--- src/rtl/multi_filter_control_unit_pkg.sv ---
// Shared definitions for the multi-filter convolution controller.
//   state_e        : controller state encoding (3-bit)
//   clamp_filters  : maps a requested filter count onto 1..max_f
package multi_filter_control_unit_pkg;

    typedef enum logic [2:0] {
        IDLE          = 3'd0,
        WAIT_START    = 3'd1,
        INIT          = 3'd2,
        READ_NEW_DATA = 3'd3,
        RUN           = 3'd4,
        WAIT_WR       = 3'd5,
        WRITE         = 3'd6
    } state_e;

    // A request of 0 means "one filter"; anything above max_f saturates.
    function automatic int unsigned clamp_filters(input int unsigned req,
                                                  input int unsigned max_f);
        int unsigned res;
        res = req;
        if (req == 0) begin
            res = 1;
        end else if (req > max_f) begin
            res = max_f;
        end
        return res;
    endfunction

endpackage

--- src/rtl/mfcu_filter_counter.sv ---
// Wrap-around slot counter: counts 0..last_i on en_i, clr_i has priority.
// Ports:
//   clk, rst   : clock, synchronous active-high reset
//   en_i       : advance one slot
//   clr_i      : force back to slot 0
//   last_i     : highest slot before wrapping to 0
//   cnt_o      : current slot
module mfcu_filter_counter #(
    parameter int unsigned W = 2
) (
    input  logic         clk,
    input  logic         rst,
    input  logic         en_i,
    input  logic         clr_i,
    input  logic [W-1:0] last_i,
    output logic [W-1:0] cnt_o
);

    logic [W-1:0] cnt_q;
    logic [W-1:0] cnt_d;

    always_comb begin
        cnt_d = cnt_q;
        if (clr_i) begin
            cnt_d = '0;
        end else if (en_i) begin
            cnt_d = (cnt_q == last_i) ? '0 : cnt_q + W'(1);
        end
    end

    always_ff @(posedge clk) begin
        if (rst) begin
            cnt_q <= '0;
        end else begin
            cnt_q <= cnt_d;
        end
    end

    assign cnt_o = cnt_q;

endmodule

--- src/rtl/multi_filter_control_unit.sv ---
// Convolution datapath controller: parameter load, IF fetch, MAC runs with
// per-filter interleaving over one shared IF window, and psum write-back.
// Strobes are decoded same-cycle from the state and datapath status.
// Ports:
//   clk, rst                  : clock, synchronous active-high reset
//   Start / ready, done       : host handshake
//   num_filters               : filters per IF window, latched in INIT
//   wait_data .. co_psum      : datapath status inputs
//   run_pipe .. wen_Psum      : pipeline / scratchpad strobes
//   ld_params .. done_psum    : setup / write-back strobes
//   filter_idx                : filter slot fed to the pipe this cycle
//   psum_mult                 : latched filter count (psum stride)
// Optional: MFCU_STALL_CNT_EN adds stall_cycles (stalled-cycle counter).
module multi_filter_control_unit
    import multi_filter_control_unit_pkg::*;
#(
    parameter int unsigned MAX_FILTERS = 4,
    parameter int unsigned FI_W        = $clog2(MAX_FILTERS),
    parameter int unsigned NF_W        = $clog2(MAX_FILTERS + 1)
) (
    input  logic            clk,
    input  logic            rst,
    input  logic            Start,
    input  logic [NF_W-1:0] num_filters,
    input  logic            wait_data,
    input  logic            at_end_data,
    input  logic            co_pipe,
    input  logic            valid_start_addr,
    input  logic            wr_psum_in,
    input  logic            co_psum,
    output logic            run_pipe,
    output logic            read_data,
    output logic            read_filter,
    output logic            clr_pipe,
    output logic            done_data,
    output logic            clr_addr,
    output logic            wen_Psum,
    output logic            ld_params,
    output logic            r_next_IF,
    output logic            r_next_Filter,
    output logic            ld_psum_addr,
    output logic            sel_psum_addr,
    output logic            clr_psum_addr,
    output logic            done_psum,
    output logic [FI_W-1:0] filter_idx,
    output logic [NF_W-1:0] psum_mult,
    output logic            ready,
`ifdef MFCU_STALL_CNT_EN
    output logic [31:0]     stall_cycles,
`endif
    output logic            done
);

    state_e          ps_q;
    state_e          ps_d;
    logic [NF_W-1:0] nf_q;
    logic [NF_W-1:0] nf_clamped;
    logic [FI_W-1:0] fidx;
    logic            fidx_en;
    logic            fidx_clr;
    logic            adv;

    assign nf_clamped = NF_W'(clamp_filters(32'(num_filters), MAX_FILTERS));
    assign adv        = !wait_data;

    // Slot counter walks 0..nf_q-1 on every advancing RUN cycle.
    mfcu_filter_counter #(.W(FI_W)) u_fidx (
        .clk    (clk),
        .rst    (rst),
        .en_i   (fidx_en),
        .clr_i  (fidx_clr),
        .last_i (FI_W'(nf_q - NF_W'(1))),
        .cnt_o  (fidx)
    );

    // State register.
    always_ff @(posedge clk) begin
        if (rst) begin
            ps_q <= IDLE;
        end else begin
            ps_q <= ps_d;
        end
    end

    // Filter count is only captured while in INIT.
    always_ff @(posedge clk) begin
        if (rst) begin
            nf_q <= NF_W'(1);
        end else if (ps_q == INIT) begin
            nf_q <= nf_clamped;
        end
    end

    // Next-state and strobe decode.
    always_comb begin
        ps_d          = ps_q;
        fidx_en       = 1'b0;
        fidx_clr      = 1'b1;
        run_pipe      = 1'b0;
        read_data     = 1'b0;
        read_filter   = 1'b0;
        clr_pipe      = 1'b0;
        done_data     = 1'b0;
        clr_addr      = 1'b0;
        wen_Psum      = 1'b0;
        ld_params     = 1'b0;
        r_next_IF     = 1'b0;
        r_next_Filter = 1'b0;
        ld_psum_addr  = 1'b0;
        sel_psum_addr = 1'b0;
        clr_psum_addr = 1'b0;
        done_psum     = 1'b0;
        ready         = 1'b0;
        done          = 1'b0;
        case (ps_q)
            IDLE: begin
                if (Start) ps_d = WAIT_START;
            end
            WAIT_START: begin
                if (!Start) ps_d = INIT;
            end
            INIT: begin
                ld_params = 1'b1;
                ready     = 1'b1;
                if (!wr_psum_in) begin
                    r_next_IF     = 1'b1;
                    r_next_Filter = 1'b1;
                    ld_psum_addr  = (nf_clamped > NF_W'(1));
                    sel_psum_addr = (nf_clamped > NF_W'(1));
                    ps_d          = READ_NEW_DATA;
                end
            end
            READ_NEW_DATA: begin
                if (!wait_data) ps_d = RUN;
            end
            RUN: begin
                wen_Psum    = adv;
                run_pipe    = adv;
                read_filter = adv;
                // One IF word is shared by every filter slot of the window.
                read_data   = adv && (fidx == '0);
                done_data   = at_end_data;
                clr_addr    = at_end_data;
                r_next_IF   = at_end_data && (nf_q == NF_W'(1));
                clr_pipe    = co_pipe && adv;
                if (at_end_data) begin
                    ps_d = WAIT_WR;
                end else if (!valid_start_addr && wait_data) begin
                    ps_d = READ_NEW_DATA;
                end
                fidx_en  = adv;
                fidx_clr = (ps_d != RUN);
            end
            WAIT_WR: begin
                clr_psum_addr = wr_psum_in;
                if (wr_psum_in) ps_d = WRITE;
            end
            WRITE: begin
                done_psum    = 1'b1;
                done         = 1'b1;
                ld_psum_addr = co_psum;
                if (co_psum) ps_d = INIT;
            end
            default: begin
                ps_d = IDLE;
            end
        endcase
    end

    assign filter_idx = fidx;
    assign psum_mult  = nf_q;

`ifdef MFCU_STALL_CNT_EN
    logic [31:0] stall_q;

    // Stalled cycles: waiting for a new window, or RUN held by wait_data.
    always_ff @(posedge clk) begin
        if (rst) begin
            stall_q <= '0;
        end else if (ps_q == INIT) begin
            stall_q <= '0;
        end else if (((ps_q == READ_NEW_DATA) || ((ps_q == RUN) && wait_data))
                     && (stall_q != '1)) begin
            stall_q <= stall_q + 32'd1;
        end
    end

    assign stall_cycles = stall_q;
`endif

endmodule

--- config.mk ---
export PLATFORM = sky130hd
export DESIGN_NAME = multi_filter_control_unit
export DESIGN_NICKNAME = d
export VERILOG_FILES = /design/src/rtl/multi_filter_control_unit_pkg.sv /design/src/rtl/mfcu_filter_counter.sv /design/src/rtl/multi_filter_control_unit.sv
export SDC_FILE = /design/constraint.sdc
export NUM_CORES = 1
export LEC_CHECK = 0
export CAP_MARGIN = 20
export CORE_MARGIN = 2
export CORE_UTILIZATION = 27
export DETAILED_ROUTE_END_ITERATION = 8
export DONT_BUFFER_PORTS = 1
export GPL_TIMING_DRIVEN = 1
export PLACE_DENSITY = 0.5
export SETUP_SLACK_MARGIN = 0.02
export SYNTH_ARGS = -nofsm -noshare
export SYNTH_HDL_FRONTEND = slang
export SYNTH_SLANG_ARGS = --single-unit
--- constraint.sdc ---
create_clock -name clk -period 1.78 [get_ports clk]
set_input_delay 0.356 -clock clk [delete_from_list [all_inputs] [get_ports clk]]
set_output_delay 0.356 -clock clk [all_outputs]
set_load 0.01 [all_outputs]
=== Yosys cells after proc, flatten, opt, wreduce, memory -nomap -nowiden ===
Cells that the tools add are included.

* Add/sub/neg operators: 2
* Order comparisons: 2
* Eq/ne operators: 15
* Mux-type cells: 27
* Reduce and logical (&&, ||, !) cells: 11

{| class="wikitable"
|+ Operator list
! operator !! count
|-
| 3-bit 2-to-1 mux || 11
|-
| 3-bit one-hot mux with 7 select lines || 1
|-
| 1-bit 2-to-1 mux || 12
|-
| 2-bit inequality test (second input constant) || 6
|-
| 3-bit == test (second input constant) || 3
|-
| 3-bit by 1-bit == test with 1-bit output (second input constant) || 2
|-
| 3-bit by 2-bit == test with 1-bit output (second input constant) || 2
|-
| 3-bit zero test || 2
|-
| 6-bit AND reduction || 1
|-
| 1-bit logical AND || 4
|-
| 1-bit one-hot mux with 2 select lines || 2
|-
| 3-bit by 1-bit greater-than comparator with 1-bit output (second input constant) || 1
|-
| 3-bit greater-than comparator (second input constant) || 1
|-
| 3-bit inequality test (second input constant) || 1
|-
| 2-bit by 1-bit adder with 2-bit output (second input constant) || 1
|-
| 2-bit == test || 1
|-
| 1-bit zero test || 2
|-
| 2-bit zero test || 1
|-
| 2-bit 2-to-1 mux || 1
|-
| 2-bit OR reduction || 1
|-
| 2-bit by 1-bit subtractor with 2-bit output (second input constant) || 1
|}

* Bits in registers: 8
* Bits of input ports: 12

=== Logic depth before layout (Yosys ltp) ===
Gate-level depths: netlist (run 1).

* Word-level depth: 8
* Gate-level depth with buffers: 6
* Depth with buffers taken out: 5

=== By module ===
From an unflattened synthesis (run 1), not the netlist that was laid out.

* Cell total of the unflattened synthesis: 88
* Area total of the unflattened synthesis: 675.6 um^2

{| class="wikitable"
|+ By module, submodules not included
! module !! times used !! cells an instance !! area an instance (um^2) !! sequential area each (um^2)
|-
| multi_filter_control_unit || 1 || 75 || 553.0 || 120.1
|-
| mfcu_filter_counter || 1 || 13 || 122.6 || 40.0
|}

=== Least setup slack after synthesis (run 1) ===
OpenSTA, ideal clock, no wires.

* Kind: register to output
* Start point: register ps_q[0]
* End point: output port r_next_IF
* Arrival time: 1.397 ns
* Data required time: 1.424 ns
* Path slack: 0.027 ns
* Cell stages (with the launch flop): 6
* Cells stage by stage: dfxtp_1 > buf_6 > or3b_2 > clkbuf_1 > nor2_1 > a31o_2

* Cells in the longest elaborated chain, start to end: 2
* Elaborated cells on any way between the ends: 3
* Those cells by class: eq/ne (2); mux (1)

{| class="wikitable"
|+ Ends and longest elaborated chain
! element !! line !! source
|-
| start: declaration || multi_filter_control_unit.sv:54 || <nowiki>state_e ps_q;</nowiki>
|-
| start signal: assignment || multi_filter_control_unit.sv:81 || <nowiki>ps_q <= ps_d;</nowiki>
|-
| 3-bit == test / 3-bit by 2-bit == test with 1-bit output (equally long branches) || multi_filter_control_unit.sv:115 || <nowiki>case (ps_q)</nowiki>
|-
| 1-bit one-hot mux with 2 select lines * || multi_filter_control_unit.sv:115 ||
|-
| end: declaration || multi_filter_control_unit.sv:39 || <nowiki>output logic r_next_IF,</nowiki>
|}

Mark *: on every way between the ends. The rest lies on a longest branch, timed or not.

=== Worst setup path after layout (run 1) ===
* Start point: register ps_q[0]
* End point: output port sel_psum_addr

* Cells in the longest elaborated chain, start to end: 2

{| class="wikitable"
|+ Ends and longest elaborated chain
! element !! line !! source
|-
| 3-bit by 2-bit == test with 1-bit output || multi_filter_control_unit.sv:115 ||
|-
| 1-bit 2-to-1 mux || multi_filter_control_unit.sv:115 ||
|-
| end: declaration || multi_filter_control_unit.sv:42 || <nowiki>output logic sel_psum_addr,</nowiki>
|}

Every way passes these cells.

==> flow_summary.json, run 1 <==
{
  "rsz0062_at_grt": "yes",
  "ys_seq_area_share_pct": 24.0,
  "fin_crit_sh_pct": 96.1,
  "synth.area.top_cells": "dfxtp_1 24%, buf_4 5.6%, inv_1 3.9%",
  "place.gp.congestion": 0.777,
  "drt_wl_total_mm": 1.52,
  "postRouteAntennaNets": 0,
  "ys_types": 34,
  "dieHeight_um": 53.7,
  "tightest_slew_ps": 262,
  "switching_share_pct": 29.2,
  "grt_pass1_wl_mm": 2.39,
  "cp-end-kind": "primary output",
  "h-tree-depth": 1,
  "p_int_uw": 335,
  "switchingPower_uw": 138,
  "cp_max_fo": 7,
  "clock_sinks": 8,
  "viasPerCell": 5.02,
  "ys_async_sr_fraction_pct": 0,
  "vias": 577,
  "drc": 0,
  "required_ps": 1420,
  "synthTopCellsByCount": "8 x dfxtp_1, 7 x inv_1, 5 x a21oi_1, 5 x buf_4, 5 x nand2_1",
  "initial_core_util_pct": 27.7,
  "syn-mean-instance-area_um2": 7.86,
  "peakVddDrop_mv": 0.473,
  "power_density_nw_per_um2": 645,
  "relSlewSlack_pct": 82.3,
  "drv_cap": 0,
  "setup_viol": 0,
  "grt-ovfl-total": 0,
  "drt-initial-drc-count": 8,
  "status": "complete, no violations",
  "cts_tree": "built",
  "insertion_delay_ps": 250,
  "cts_hold_buffers": 0,
  "area_delta_synth_final_pct": 9.93,
  "fp.dieW_um": 53.7,
  "netlist_area_um2": 668,
  "synth_seq_cells": 8,
  "grt_max_degree": 10,
  "hpwl_mm": 1.25,
  "cts_root_buf": "clkbuf_4",
  "clock_power_share_pct": 28.3,
  "tns_ps": 0,
  "clk_pin_slew_ps": 50,
  "die-area_um2": 2890,
  "grt_pass1_vias": 536,
  "yosysMostFrequentCell": "dfxtp_1",
  "cts_buffers": 3,
  "n_antenna_cell": 0,
  "core_um2": 2410,
  "instances_no_fill": 115,
  "antenna_found_initial": 0,
  "path_class": "flop to primary output",
  "io_pins": 33,
  "hold_viol_final": 0,
  "rows": 18,
  "final_net_count": 101,
  "startpoint_type": "flop",
  "finClkSkew_ps": 3.57,
  "firstDrtPassIters": 4,
  "critPathArrivalTime_ps": 1350,
  "max_freq_mhz": 585,
  "min_path_type": "input pin to flop",
  "post-route-min-period_ps": 1710,
  "netlist_instances": 85,
  "power.leakage_uw": 0.000287,
  "synth_edf_count": 0,
  "synth_top_area_cell": "dfxtp_1",
  "placed_cells": 112,
  "synth_top_area_share_pct": 24.0,
  "gr-usage-all-layers_pct": 11.4,
  "final_max_slew_viol_count": 0,
  "ys.flop_type": "dfxtp_1",
  "port_buffers": 0,
  "synth_fp_nets": 99,
  "combPwrFrac_pct": 27.6,
  "clock_path_buffers": 2,
  "drive_gt1_share_pct": 27.1,
  "yosysWarnings": 0,
  "wl_per_cell_um": 13.2,
  "pwr-share-seq_pct": 44.1
}
==> flip-flops by register name (all words and copies together) (netlist names) <==
signal / count
psum_mult: 3
ps_q: 3
u_fidx.cnt_o: 2
==> per-stage QoR <==
stage / hold slack (ps) / power (uW) / worst slack, ps / area (um2) / util (%)
after detailed placement: 428 / 339 / 191 / 697 / 28.9
final: 168 / 473 / 69.6 / 734 / 30.5
after global placement: 429 / 338 / 204 / 697 / 28.9
after CTS: 156 / 480 / 30.7 / 724 / 30.1
after global routing: 147 / 511 / 5.73 / 734 / 30.5
after floorplan: 488 / 321 / 26.6 / 668 / -
==> worst max-delay path: stages (launching register included) <==
cell,delay [ps]
dfxtp_1,330
or3b_4,440
nor3_1,190
buf_4,150
==> metal layers <==
layer | global-route usage, % | vias to the layer above | routed length [um]
met3 | 4.72 | 0 | 90
met4 | 2.14 | 0 | 0
li1 | - | 294 | -
met5 | 0 | - | 0
met1 | 14.5 | 269 | 643
met2 | 18.1 | 14 | 785
==> cells by family after synthesis <==
logic type,share of synthesized area [%]
muxes,3.00
AOI/OAI and AO/OA,19.7
DFF,24.0
and+or+nand+nor,32.8
buffers and inverters,14.2
xor gates and xnor gates,2.62
adders and majority gates,3.74
==> timing repair <==
action | CTS | global route
gates cloned | 0 | 0
setup endpoints to repair | 4 | 12
resized for setup | 2 | 4
endpoints found under the hold margin | 0 | 0
buffers inserted | 0 | 0
==> cell type report <==
| cell class | instances | area, um2 |
|---|---|---|
| repair buffers | 8 | 60.1 |
| well taps | 30 | 37.5 |
| clock buffers | 3 | 22.5 |
| fillers | 263 | 1680 |
| multi-input cells | 59 | 425 |
| flip-flops and latches | 8 | 163 |
| inverters | 7 | 26.3 |
==> layout by cell type, fill, tap and decap left out, types with 2 or more instances in the layout <==
cell      n
or3b_2    2
nand2b_1  2
clkbuf_4  3
nand2_1   5
a221oi_1  2
ha_1      2
o21ai_0   2
nor3_1    2
mux2i_1   2
inv_1     7
dfxtp_2   2
and3_1    3
nand3b_1  2
nor2_1    3
buf_4     8
nor3_2    2
xnor2_1   2
a21oi_1   5
dfxtp_1   6
a211o_1   3
or3b_4    2
nor2b_1   4
and2_1    3
==> power by group through the flow <==
stage | Clock (uW) | Combinational (uW) | Sequential (uW)
after floorplan | 0 | 115 | 206
after global placement | 0 | 128 | 210
after detailed placement | 0 | 127 | 211
after CTS | 143 | 130 | 208
after global routing | 155 | 144 | 212
final | 134 | 131 | 209
==> final timing paths <==
path                     start               to  slack, ps  cells after the start
setup / recovery       ps_q[0]    sel_psum_addr         70                      3
hold / removal             rst     psum_mult[1]        170                      1
setup reg to reg       ps_q[0]  u_fidx.cnt_o[1]        290                      3
hold reg to reg   psum_mult[1]     psum_mult[1]        510                      2
Note: power is estimated with default switching activity, not from simulation.
==> inputs of run 2 (changes only) <==
--- a/config.mk
+++ b/config.mk
@@ -11,7 +11,7 @@
 export DETAILED_ROUTE_END_ITERATION = 8
 export DONT_BUFFER_PORTS = 1
 export GPL_TIMING_DRIVEN = 1
-export PLACE_DENSITY = 0.5
+export PLACE_DENSITY = 0.51
 export SETUP_SLACK_MARGIN = 0.02
 export SYNTH_ARGS = -nofsm -noshare
 export SYNTH_HDL_FRONTEND = slang
==> run 2 against run 1 <==
  * First-iteration DRC count is 13% higher
  * Global-route usage is 0.051 points lower
  * Combinational power hardly changed
  * Critical path depth is 1 higher
  * Register-to-register slack worse by 30 ps
  * Fmax is 0.33% lower
  * Sequential power hardly changed
  * Non-clock buffer count stayed put
  * Core utilization is 0.57 points higher
  * Clock power hardly changed
  * Clock skew is 2.5 ps higher
  * Via count is 2.4% higher
  * Critical endpoint is now r_next_IF
  * Largest cell class unchanged
  * Highest routed layer unchanged
==> flow_summary.json, run 2 (synthesized netlist as in run 1, its figures left out) <==
{
  "rr_worst_depth": 3,
  "post-route-min-period_ps": 1720,
  "power.leakage_uw": 0.000288,
  "grt_pass1_vias": 524,
  "wl_per_cell_um": 13.5,
  "io_pins": 33,
  "relSlewSlack_pct": 77.0,
  "final_area_um2": 748,
  "grt_use_met1_pct": 14.6,
  "layout_commonest_cell": "buf_4",
  "fin_crit_sh_pct": 96.4,
  "regToRegSetupSlack_ps": 260,
  "startpoint_type": "flop",
  "min_path_type": "input pin to flop",
  "cp-end-kind": "primary output",
  "grt_most_used_layer": "met2",
  "drt_wl_total_mm": 1.55,
  "final_max_slew_viol_count": 0,
  "power_density_nw_per_um2": 640,
  "drt-initial-drc-count": 9,
  "layout_common_cells": "8 x buf_4, 7 x inv_1, 7 x dfxtp_1, 5 x nand2_1, 5 x a21oi_1",
  "firstDrtPassIters": 3,
  "clk_pin_slew_ps": 60,
  "hpwl_mm": 1.24,
  "placed_area_um2": 697,
  "h-tree-depth": 1,
  "area_delta_synth_final_pct": 12.0,
  "cts_setup_buffers": 0,
  "n_antenna_cell": 0,
  "fp.dieW_um": 53.7,
  "grt-ovfl-total": 0,
  "slowest_stage": "dfxtp_1",
  "clock_path_buffers": 2,
  "critPathArrivalTime_ps": 1360,
  "tns_ps": 0,
  "required_ps": 1420,
  "finClkSkew_ps": 6.04,
  "cts_buffers": 3,
  "postRouteAntennaNets": 0,
  "tightest_slew_ps": 342,
  "peakVddDrop_mv": 0.336,
  "gr-usage-all-layers_pct": 11.4,
  "vias": 591,
  "grt_pass1_wl_mm": 2.27,
  "initial_core_util_pct": 27.7,
  "viasPerCell": 5.14,
  "cts_tree": "built",
  "core_um2": 2410,
  "antenna_found_initial": 0,
  "path_class": "flop to primary output",
  "clock_sinks": 8,
  "grt_max_degree": 11,
  "setup.worst_path.end": "r_next_IF",
  "cpPeakStageDelay_ps": 330,
  "rows": 18,
  "use_met2_pct": 16.3,
  "setup.worst_path.start": "ps_q[2]",
  "grtUsageMet3_pct": 6.39,
  "drv_cap": 0,
  "final_net_count": 101,
  "rsz0062_at_grt": "yes",
  "r2r-end": "u_fidx.cnt_o[1]",
  "port_buffers": 0,
  "dieHeight_um": 53.7,
  "insertion_delay_ps": 250,
  "setup_viol": 0,
  "status": "complete, no violations",
  "cp_max_fo": 10,
  "die-area_um2": 2890,
  "hold_viol_final": 0,
  "place.gp.congestion": 0.810,
  "fillers": 249,
  "timing.rr.start": "ps_q[2]",
  "max_freq_mhz": 583,
  "drc": 0,
  "drive_gt1_share_pct": 30.6,
  "worstPathCellList": "buf_4, nor2b_2, and3_1, a31o_2",
  "cts_root_buf": "clkbuf_4"
}
run 2: cell counts in the layout (fill, tap and decap cells not counted):
No cell type changed its count.
run 2: worst max-delay path: cells and delay by family (launching register included):
kind	cells	cell delay (ps)
AO/OA/AOI/OAI	1	270
buffers and inverters	1	170
flip-flops	1	330
AND/OR/NAND/NOR	2	350
run 2: cell type report:
cell class                 count  area [um2]  share of cell area, %
clock buffer                   3        22.5                   3.01
inverter                       7        26.3                   3.51
multi-input combinational     59         440                   58.9
sequential                     8         161                   21.6
tap                           30        37.5                   5.02
timing repair buffer           8        60.1                   8.03
run 2: power by group:
part           switching, uW  internal (uW)  leakage [uW]
clock                   59.6           77.0     0.0000138
combinational           67.0           66.4      0.000209
sequential              16.6            193     0.0000655
total                    143            336      0.000288
run 2: timing repair:
| item | in CTS | in global routing |
|---|---|---|
| gates resized for setup | 1 | 9 |
| hold buffers | 0 | 0 |
| setup endpoints to repair | 5 | 9 |
| pin swaps | 0 | 1 |
run 2: worst min path at each step:
stage / from / end / slack [ps] / cells past startpoint
after CTS: rst / ps_q[2] / 160 / 1
after global placement: rst / ps_q[2] / 430 / 1
after global routing: rst / ps_q[2] / 140 / 1
after detailed placement: rst / ps_q[2] / 430 / 1
after floorplan: psum_mult[1] / psum_mult[1] / 490 / 2
final: rst / ps_q[2] / 160 / 1
run 2: routing by layer:
metal | share of wire [%] | wire (um)
met3 | 8.6 | 134
met1 | 44 | 677
met4 | 0 | 0
met2 | 48 | 739
met5 | 0 | 0
run 2: stage by stage:
step                utilization, %  power (uW)  hold WS (ps)  worst slack (ps)  cells
finish                        31.0         479           164              63.9    115
global route                  31.0         520           143             -24.7    115
CTS                           30.0         480           158              25.8    115
detailed placement            28.9         338           429               191    112
global placement              28.9         338           428               205    112
floorplan                        -         321           488              26.6     85
==> inputs of run 3 (changes only) <==
--- a/config.mk
+++ b/config.mk
@@ -12,7 +12,7 @@
 export DONT_BUFFER_PORTS = 1
 export GPL_TIMING_DRIVEN = 1
 export PLACE_DENSITY = 0.51
-export SETUP_SLACK_MARGIN = 0.02
+export SETUP_SLACK_MARGIN = 0.3
 export SYNTH_ARGS = -nofsm -noshare
 export SYNTH_HDL_FRONTEND = slang
 export SYNTH_SLANG_ARGS = --single-unit
==> run 3 against run 2 <==
  * Non-clock buffer count up 4
  * Highest routed layer unchanged
  * Routed wire length is 11% higher
  * Die area is the same
  * Via count rose by 5.4%
  * Clock power grew 4%
==> flow_summary.json, run 3 (synthesized netlist as in run 1, its figures left out) <==
{
  "status": "complete, no violations",
  "insertion_delay_ps": 260,
  "vias": 623,
  "cp_max_fo": 4,
  "grt_max_degree": 11,
  "place.gp.congestion": 0.783,
  "drt-initial-drc-count": 17,
  "area_delta_synth_final_pct": 29.4,
  "startpoint_type": "flop",
  "cts_hold_buffers": 0,
  "wl_per_cell_um": 14.5,
  "peakVddDrop_mv": 0.418,
  "final_util_pct": 35.9,
  "drive_gt1_share_pct": 47.2,
  "final_max_slew_viol_count": 0,
  "clock_sinks": 8,
  "tns_ps": 0,
  "critPathArrivalTime_ps": 1320,
  "h-tree-depth": 1,
  "hpwl_mm": 1.23,
  "drt_wl_total_mm": 1.72,
  "io_pins": 33,
  "tightest_slew_ps": 342,
  "core_um2": 2410,
  "viasPerCell": 5.24,
  "antenna_found_initial": 0,
  "cts_buffers": 3,
  "power.leakage_uw": 0.000320,
  "initial_core_util_pct": 27.7,
  "cts_root_buf": "clkbuf_4",
  "layout_commonest_cell": "buf_4",
  "cp-end-kind": "primary output",
  "setup_viol": 0,
  "n_antenna_cell": 0,
  "grt-ovfl-total": 0,
  "fp.dieW_um": 53.7,
  "power_density_nw_per_um2": 620,
  "drv_cap": 0,
  "final-seq-area_um2": 170,
  "clk_pin_slew_ps": 60,
  "post-route-min-period_ps": 1680,
  "firstDrtPassIters": 5,
  "relSlewSlack_pct": 77.2,
  "postRouteAntennaNets": 0,
  "hold_viol_final": 0,
  "drc": 0,
  "layout_common_cells": "8 x buf_4, 5 x nand2_1, 5 x a21oi_1",
  "dieHeight_um": 53.7,
  "finClkSkew_ps": 11.8,
  "path_class": "flop to primary output",
  "clock_path_buffers": 2,
  "fillers": 251,
  "port_buffers": 0,
  "fin_crit_sh_pct": 94.2,
  "multi_input_area_um2": 503,
  "rsz0062_at_grt": "yes",
  "grt_pass1_vias": 535,
  "max_freq_mhz": 596,
  "rows": 18,
  "die-area_um2": 2890,
  "cts_tree": "built",
  "final_net_count": 105,
  "grt_pass1_wl_mm": 2.35,
  "min_path_type": "input pin to flop",
  "required_ps": 1420,
  "gr-usage-all-layers_pct": 11.5
}
==> run 3: final timing paths <==
check	start	to	slack [ps]	depth (start not counted)
max	ps_q[2]	read_data	100	3
min	rst	ps_q[2]	150	1
max reg2reg	ps_q[1]	psum_mult[0]	200	5
min reg2reg	psum_mult[1]	psum_mult[1]	500	2
==> run 3: layer usage <==
layer  vias up  share of wire, %  routed length (um)  track usage [%]
li1        303                 -                   -                -
met1       297                41                 704             13.4
met2        23                51                 870             18.7
met3         0               8.4                 145             5.56
met4         0                 0                   0             2.56
met5         -                 0                   0                0
==> run 3: worst max-delay path, cell delays in order (launching register included) <==
cell	delay, ps
dfxtp_2	360
or3b_4	410
nor2_4	120
and2_4	160
==> run 3: repair_timing <==
| action | CTS | global route |
|---|---|---|
| setup endpoints to repair | 18 | 21 |
| pin swaps | 7 | 3 |
| resized for setup | 14 | 9 |
| endpoints found under the hold margin | 0 | 0 |
| buffers inserted | 4 | 3 |
==> run 3: where the power goes <==
part	switching, uW	internal [uW]
Sequential	15.8	194
Clock	64.3	77.3
Combinational	88.0	96.2
==> run 3: area by class of cell <==
| class | count | area share (%) |
|---|---|---|
| timing repair buffer | 12 | 12.2 |
| clock buffer | 3 | 2.60 |
| inverter | 7 | 3.04 |
| sequential | 8 | 19.7 |
| tap | 30 | 4.34 |
| multi-input combinational | 59 | 58.2 |
==> run 3: through the flow <==
stage / total power, uW / setup WS, ps / instance area, um2 / std cells / hold WS (ps)
final: 536 / 103 / 865 / 119 / 151
after global placement: 341 / 255 / 714 / 109 / 428
after CTS: 512 / 99.2 / 811 / 116 / 151
after detailed placement: 341 / 234 / 714 / 109 / 428
after global routing: 564 / 52.9 / 865 / 119 / 143
after floorplan: 338 / 243 / 719 / 85 / 488
